`src/rtl/mult_pkg.sv`:
```
// Shared definitions for the shared shift-add multiplier and its two-port arbiter.
package mult_pkg;

    localparam int unsigned WIDTH_DEF = 8;
    localparam int unsigned CNT_W_DEF = $clog2(WIDTH_DEF);

    typedef enum logic [1:0] {
        IDLE = 2'b00,
        CALC = 2'b01,
        DONE = 2'b10
    } state_t;

endpackage

```
`src/rtl/mult_core.sv`:
```
// Shift-add datapath: one conditional add plus right shift per step.
module mult_core
    import mult_pkg::*;
#(
    parameter int unsigned WIDTH = WIDTH_DEF
) (
    input  logic                 i_clk,
    input  logic                 i_rst_n,
    input  logic                 i_load,
    input  logic                 i_step,
    input  logic [WIDTH-1:0]     i_a,
    input  logic [WIDTH-1:0]     i_b,
    output logic [2*WIDTH-1:0]   o_acc_c
);

    logic [WIDTH:0]   r_upper;
    logic [WIDTH-1:0] r_lower;
    logic [WIDTH-1:0] r_mcand;
    logic [WIDTH:0]   w_sum;
    logic [WIDTH:0]   w_upper_nxt;
    logic [WIDTH-1:0] w_lower_nxt;

    // {carry,upper} = upper + addend, then shift the whole accumulator right by one
    always_comb begin
        w_sum       = r_upper + (r_lower[0] ? {1'b0, r_mcand} : (WIDTH+1)'(0));
        w_upper_nxt = {1'b0, w_sum[WIDTH:1]};
        w_lower_nxt = {w_sum[0], r_lower[WIDTH-1:1]};
        o_acc_c     = i_step ? {w_upper_nxt[WIDTH-1:0], w_lower_nxt}
                             : {r_upper[WIDTH-1:0], r_lower};
    end

    always_ff @(posedge i_clk or negedge i_rst_n) begin
        if (!i_rst_n) begin
            r_upper <= '0;
            r_lower <= '0;
            r_mcand <= '0;
        end else if (i_load) begin
            r_upper <= '0;
            r_lower <= i_b;
            r_mcand <= i_a;
        end else if (i_step) begin
            r_upper <= w_upper_nxt;
            r_lower <= w_lower_nxt;
        end
    end

endmodule

```
`src/rtl/mult_arbiter.sv`:
```
// Round-robin two-port front end and sequencer for the shared shift-add multiplier.
module mult_arbiter
    import mult_pkg::*;
#(
    parameter int unsigned WIDTH = WIDTH_DEF
) (
    input  logic                 i_clk,
    input  logic                 i_rst_n,
    input  logic                 i_req0_valid,
    input  logic [WIDTH-1:0]     i_req0_a,
    input  logic [WIDTH-1:0]     i_req0_b,
    output logic                 o_req0_ready_c,
    input  logic                 i_req1_valid,
    input  logic [WIDTH-1:0]     i_req1_a,
    input  logic [WIDTH-1:0]     i_req1_b,
    output logic                 o_req1_ready_c,
    output logic                 o_resp0_valid,
    output logic                 o_resp1_valid,
    output logic [2*WIDTH-1:0]   o_resp_product,
    output logic                 o_busy
);

    localparam int unsigned CNT_W = (WIDTH > 1) ? $clog2(WIDTH) : 1;

    state_t             r_state;
    state_t             w_next_state;
    logic [CNT_W-1:0]   r_count;
    logic               r_owner;
    logic               r_last_grant;
    logic               w_grant;
    logic               w_xfer;
    logic               w_step;
    logic               w_to_done;
    logic [WIDTH-1:0]   w_a;
    logic [WIDTH-1:0]   w_b;
    logic [2*WIDTH-1:0] w_acc;

    mult_core #(.WIDTH(WIDTH)) u_core (
        .i_clk   (i_clk),
        .i_rst_n (i_rst_n),
        .i_load  (w_xfer),
        .i_step  (w_step),
        .i_a     (w_a),
        .i_b     (w_b),
        .o_acc_c (w_acc)
    );

    always_ff @(posedge i_clk or negedge i_rst_n) begin
        if (!i_rst_n) begin
            r_state <= IDLE;
        end else begin
            r_state <= w_next_state;
        end
    end

    // Next state, grant selection and combinational readies
    always_comb begin
        w_next_state   = r_state;
        w_grant        = 1'b0;
        w_xfer         = 1'b0;
        w_step         = 1'b0;
        w_to_done      = 1'b0;
        o_req0_ready_c = 1'b0;
        o_req1_ready_c = 1'b0;
        w_a            = i_req0_a;
        w_b            = i_req0_b;
        case (r_state)
            IDLE: begin
                if (i_req0_valid && i_req1_valid) begin
                    w_grant = ~r_last_grant;
                end else begin
                    w_grant = i_req1_valid;
                end
                o_req0_ready_c = i_req0_valid && !w_grant;
                o_req1_ready_c = i_req1_valid && w_grant;
                w_xfer         = o_req0_ready_c || o_req1_ready_c;
                if (w_grant) begin
                    w_a = i_req1_a;
                    w_b = i_req1_b;
                end
                if (w_xfer) begin
                    w_next_state = CALC;
                end
            end
            CALC: begin
                w_step = 1'b1;
                if (r_count == CNT_W'(WIDTH - 1)) begin
                    w_to_done    = 1'b1;
                    w_next_state = DONE;
                end
            end
            DONE: begin
                w_next_state = IDLE;
            end
            default: begin
                w_next_state = IDLE;
            end
        endcase
    end

    // Step counter, ownership and round-robin history
    always_ff @(posedge i_clk or negedge i_rst_n) begin
        if (!i_rst_n) begin
            r_count      <= '0;
            r_owner      <= 1'b0;
            r_last_grant <= 1'b1;
        end else if (w_xfer) begin
            r_count      <= '0;
            r_owner      <= w_grant;
            r_last_grant <= w_grant;
        end else if (w_step) begin
            r_count      <= r_count + CNT_W'(1);
        end
    end

    // Product and strobe are captured on the edge entering DONE so they are valid during DONE
    always_ff @(posedge i_clk or negedge i_rst_n) begin
        if (!i_rst_n) begin
            o_resp0_valid  <= 1'b0;
            o_resp1_valid  <= 1'b0;
            o_resp_product <= '0;
            o_busy         <= 1'b0;
        end else begin
            o_resp0_valid <= w_to_done && !r_owner;
            o_resp1_valid <= w_to_done && r_owner;
            o_busy        <= (w_next_state != IDLE);
            if (w_to_done) begin
                o_resp_product <= w_acc;
            end
        end
    end

endmodule

```
`config.mk`:
```
export PLATFORM = sky130hd
export DESIGN_NAME = mult_arbiter
export DESIGN_NICKNAME = d
export VERILOG_FILES = /design/src/rtl/mult_pkg.sv /design/src/rtl/mult_core.sv /design/src/rtl/mult_arbiter.sv
export SDC_FILE = /design/constraint.sdc
export NUM_CORES = 1
export LEC_CHECK = 0
export ABC_AREA = 1
export BUFFER_PORTS_ARGS = -buffer_cell sky130_fd_sc_hd__buf_2
export CAP_MARGIN = 5
export CORE_MARGIN = 10
export CORE_UTILIZATION = 40
export CTS_BUF_LIST = sky130_fd_sc_hd__clkbuf_8 sky130_fd_sc_hd__clkbuf_16
export DETAILED_ROUTE_END_ITERATION = 12
export GPL_ROUTABILITY_DRIVEN = 0
export PLACE_DENSITY_LB_ADDON = 0.12
export SETUP_SLACK_MARGIN = 0.5
export SYNTH_ARGS = -nofsm -noshare
export SYNTH_HDL_FRONTEND = slang
export SYNTH_HIERARCHICAL = 1
export SYNTH_SLANG_ARGS = --single-unit
```
`constraint.sdc`:
```
create_clock -name i_clk -period 2.59 [get_ports i_clk]
set_input_delay 0.259 -clock i_clk [delete_from_list [all_inputs] [get_ports i_clk]]
set_output_delay 0.259 -clock i_clk [all_outputs]
set_load 0.05 [all_outputs]
```
# Word level (Yosys, flattened, before mapping)
# Index checks and enable logic that the tools add are counted.
[word_totals]
input_bits = 36
ff_bits = 51
elab_cells = 51
[classes]
n_addsub = 2
eq_ne = 2
n_reduce_logical = 11
bitwise = 1
muxes = 24
[ops]
columns = ["operator", "count"]
rows = [
  ["$mux 8", 7],
  ["$mux 9", 2],
  ["$mux 16", 1],
  ["$add 9x9->9", 1],
  ["$mux 1", 9],
  ["$mux 3", 2],
  ["$logic_and 1x1->1", 5],
  ["$mux 2", 2],
  ["$pmux 2 s2", 1],
  ["$reduce_bool 2->1", 2],
  ["$add 3x1->3 const B", 1],
  ["$eq 3x3->1 const B", 1],
  ["$eq 2x1->1 const B", 1],
  ["$logic_not 1->1", 2],
  ["$logic_not 2->1", 1],
  ["$logic_or 1x1->1", 1],
  ["$not 1->1", 1],
]

# Logic depth before layout (Yosys ltp)
[depth]
word_depth = 9
ltp_mapped = 14
mapped_depth_nobuf = 13

# Modules after synthesis
# Netlist, hierarchy kept.
[by_module_without_submodules]
columns = ["module", "seq_area_each_um2", "area_each_um2", "n_inst", "cells_each"]
rows = [
  ["mult_core", 600.6, 1515.2, 1, 212],
  ["mult_arbiter", 651.9, 1286.2, 1, 166],
]

# Worst setup path before layout
# Ideal clock, no wire load.
[synth_path]
kind = "register -> output"
startpoint = "register r_last_grant"
endpoint = "output o_req0_ready_c"
required_time_ns = 2.331
path_stages_with_launch = 4
arrival_ns = 1.668
path_buffers = 1
setup_slack_ns = 0.663
path_cell_list = "dfstp_2 > nand2_1 > buf_2 > a21oi_1"
[synth_between]
elab_chain_cells = 6
[synth_lines]
columns = ["item", "line", "rtl"]
rows = [
  ["from (decl)", "mult_arbiter.sv:29", "logic r_last_grant;"],
  ["from (signal assigned)", "mult_arbiter.sv:110", "r_last_grant <= w_grant;"],
  ["$not 1->1", "mult_arbiter.sv:70", "w_grant = ~r_last_grant;"],
  ["$mux 1", "mult_arbiter.sv:69", "if (i_req0_valid && i_req1_valid) begin"],
  ["$mux 1", "mult_arbiter.sv:67", "case (r_state)"],
  ["$logic_not 1->1", "mult_arbiter.sv:74", "o_req0_ready_c = i_req0_valid && !w_grant;"],
  ["$logic_and 1x1->1", "mult_arbiter.sv:74", ""],
  ["$mux 1", "mult_arbiter.sv:67", ""],
  ["to (decl)", "mult_arbiter.sv:12", "output logic o_req0_ready_c,"],
]
# Every way passes these cells. The select of a mux whose other input is x is not followed.

# Final worst setup path
[layout_path]
startpoint = "register u_core.r_lower[0]"
endpoint = "register o_resp_product[14]"
[layout_between]
elab_chain_cells = 3
[layout_lines]
columns = ["item", "line", "rtl"]
rows = [
  ["from (decl)", "mult_core.sv:17", "logic [WIDTH-1:0] r_lower;"],
  ["from (signal assigned)", "mult_core.sv:39", "r_lower <= i_b;"],
  ["from (signal assigned)", "mult_core.sv:43", "r_lower <= w_lower_nxt;"],
  ["$mux 8", "mult_core.sv:25", "w_sum = r_upper + (r_lower[0] ? {1'b0, r_mcand} : (WIDTH+1)'(0));"],
  ["$add 9x9->9", "mult_core.sv:25", ""],
  ["$mux 16", "mult_core.sv:28", "o_acc_c = i_step ? {w_upper_nxt[WIDTH-1:0], w_lower_nxt}"],
  ["via w_acc[14]", "mult_arbiter.sv:36", "logic [2*WIDTH-1:0] w_acc;"],
  ["to (signal assigned)", "mult_arbiter.sv:128", "o_resp_product <= w_acc;"],
  ["to (decl)", "mult_arbiter.sv:19", "output logic [2*WIDTH-1:0] o_resp_product,"],
]
# The timed path passes the listed nets, and every way through them passes these cells.
# A chain may end at the register's enable or synchronous reset.

==> run metrics <==
status finished clean; ratio of cells with drive above 1 in the final layout 0.206; Post-synth EDFFs 0; Worst setup startpoint u_core/r_lower[0]$_DFFE_PN0P_; pin count of the biggest net entering global routing 51; total track usage 0.125; arrival time worst endpoint 2110 ps; initial antenna violation count 0; Hold Vio Cnt, Final 0; Longest Clk Path Bufs 2; Gate Count Post-Synth 378; hold endpoint u_core/r_mcand[3]$_DFFE_PN0P_; Slew headroom 0.675; period utilisation layout 0.742; most used cell, CP nand2_1; Via Count 2477; Hold Crit Class input pin to flip-flop; crit path launch type flip-flop; buffer and inverter count on the worst path 3; critical-path cell list buf_4 -> nand2_1 -> inv_1 -> ha_1 -> nand2_2 -> inv_1 -> a21oi_1 -> nand2_1 -> nand2_1 -> nand2_1 -> nand2_1 -> nand2_1 -> nand2_1 -> nand2_1; ys async rst share 1.00; Total Neg Setup Slack 0 ps; Primary FF master, synth dfrtp_1; Finished Cell Area 0.00334 mm^2; number of global-route vias before repair 2477; Yosys top cell by area dfrtp_1; Crit path max-delay family simple AND/OR/NAND/NOR gates; Layout area overhead 19.3%; worst hold start i_req0_a[3]; core area 0.00679 mm^2; final net count 483; Initial Utilization 0.412; DRT Pass-1 Iters 4; # fillers 711; worst slew pin tran 487 ps; Layout Utilization 0.492; Avg Inst Size Synth 7.41 um^2; GR Overflow Total 0; die area 0.0108 mm^2; Post-DP Area 0.00314 mm^2; first-pass GRT wire length 11.6 mm; wire per inst 12.7 um; Site Rows 30; Worst path max stage delay 440 ps; Worst Skew 6.82 ps; DRC 0; DP Wirelength 4.90 mm; footprint of the multi-input gates 0.00136 mm^2; Crit path required time 2780 ps; register area 0.00125 mm^2; Die W 104 um; Clock Sinks 50; Max VDD drop 0.410 mV; CTS tree built; area share of the largest cell type after synthesis 0.438; Area contributors post-synth dfrtp_1, nand2_1, ha_1; PwrDens 1270 mW/mm^2; crit path max fanout 5; Vias/cell 4.65; cell leakage power 1.95 nW; Antenna diodes 0; Worst-Skew Late Latency 300 ps; Iter 0 DRT Violations 101; number of port buffers 56; hold path depth 5; R2R Setup Slk 670 ps; Pins Over Slew Limit 0; Yosys cell types 34; H-Tree Depth 2; crit path capture type flip-flop; synthesized area 0.00280 mm^2; final worst slack 668 ps; max frequency 520 MHz; Tmin final 1920 ps; Yosys warning total 6; clock tree root driver cell clkbuf_8; post-synth net total 425; io pins 57; Vert. Die Dim 104 um; R2R Path Start u_core/r_lower[0]$_DFFE_PN0P_; register area share after synthesis 0.447; Setup WS pre-CTS 689 ps; reg2reg end o_resp_product[14]$_DFFE_PN0P_; Slowest cell on crit path dfrtp_2; reg2reg path depth 14; clock slew at reported path FFs 90 ps; DRT antenna net count 0; final hold slack 253 ps; Crit Path Class flip-flop to flip-flop; RSZ-0062 raised after global routing true; final wirelength 6.75 mm; Seq cells post-synth 50; Final Setup Violations 0; CTS Buf Count 5; max cap viols 0
## per-layer routing
| metal | vias up | global-route usage | part of all wire |
|---|---|---|---|
| met4 | 0 | 0.0368 | 0.0099 |
| met3 | 6 | 0.0353 | 0.059 |
| li1 | 1303 | - | - |
| met1 | 1100 | 0.173 | 0.53 |
| met5 | - | 0 | 0 |
| met2 | 68 | 0.185 | 0.40 |
## power breakdown
group / internal (mW) / leakage (nW) / total (mW) / switching, mW
clock: 0.412 / 0.0714 / 0.671 / 0.259
combinational: 0.699 / 1.26 / 2.26 / 1.56
sequential: 1.13 / 0.622 / 1.33 / 0.194
total: 2.24 / 1.95 / 4.25 / 2.01
## synthesized netlist by cell type (2+ instances only)
| master | number |
|---|---|
| nand4_1 | 18 |
| inv_1 | 20 |
| clkbuf_1 | 3 |
| xnor2_1 | 2 |
| nand2_1 | 198 |
| ha_1 | 10 |
| nand3b_1 | 2 |
| nand2_2 | 3 |
| nand3_1 | 11 |
| buf_2 | 6 |
| inv_2 | 4 |
| nor2_1 | 14 |
| nand3_2 | 2 |
| a31oi_1 | 8 |
| buf_4 | 2 |
| nor2_4 | 2 |
| a21oi_1 | 7 |
| dfrtp_1 | 49 |
| o21ai_1 | 2 |
## area by class of cell
cell class / instances / share of cell area
multi-input combinational: 288 / 0.408
sequential: 50 / 0.375
timing repair buffer: 66 / 0.111
tap: 96 / 0.0359
inverter: 25 / 0.0281
clock buffer: 6 / 0.0247
clock inverter: 2 / 0.0180
## state kept, by name, summed over array words and instances, names as in the netlist
register,flops
r_last_grant,1
u_core/r_upper,8
r_count,3
r_state,2
r_owner,1
o_resp_product,16
o_resp1_valid,1
u_core/r_lower,8
o_busy,1
o_resp0_valid,1
u_core/r_mcand,8
## what timing repair did
item / 4_1_cts / 5_1_grt
pin swaps: 0 / 1
hold buffers: 1 / 0
endpoints found under the hold margin: 49 / 0
setup endpoints to repair: 1 / 4
resized for setup: 1 / 1
buffers inserted: 0 / 6
## cell families after synthesis
logic type / count (synthesis) / share of synthesized area
AO/OA/AOI/OAI: 19 / 0.0384
buffers and inverters: 40 / 0.0692
flip-flops: 50 / 0.447
AND/OR/NAND/NOR: 256 / 0.387
XOR/XNOR: 2 / 0.00625
adder cells (fa/ha/maj): 11 / 0.0518
## per-stage QoR
step / power [mW] / std cells
after floorplan: 3.07 / 378
after global placement: 3.52 / 518
after detailed placement: 3.55 / 518
after CTS: 4.23 / 527
after global routing: 4.63 / 533
final: 4.25 / 533
## tightest hold or removal path, stage by stage
cell and delay [ps]:
buf_2 80, nand2_1 50, nand2_1 50, nand2_1 40
nand2_1 50
## cells in the final DEF, fill, tap and decap left out, types with 3 or more instances in the layout
master / n
a21oi_1: 7
a31oi_1: 8
buf_2: 56
buf_4: 8
clkbuf_8: 6
dfrtp_1: 48
ha_1: 10
inv_1: 20
inv_2: 4
nand2_1: 198
nand2_2: 3
nand3_1: 11
nand4_1: 18
nor2_1: 14
## worst max-delay path by stage
stage,depth (start not counted),to,slack (ps)
after floorplan,3,o_req0_ready_c,660
after global placement,12,o_resp_product[13]$_DFFE_PN0P_,710
after detailed placement,12,o_resp_product[13]$_DFFE_PN0P_,690
after CTS,4,o_req1_ready_c,520
after global routing,13,o_resp_product[13]$_DFFE_PN0P_,490
final,14,o_resp_product[14]$_DFFE_PN0P_,670
No activity file was read; power rests on OpenSTA's default activity.
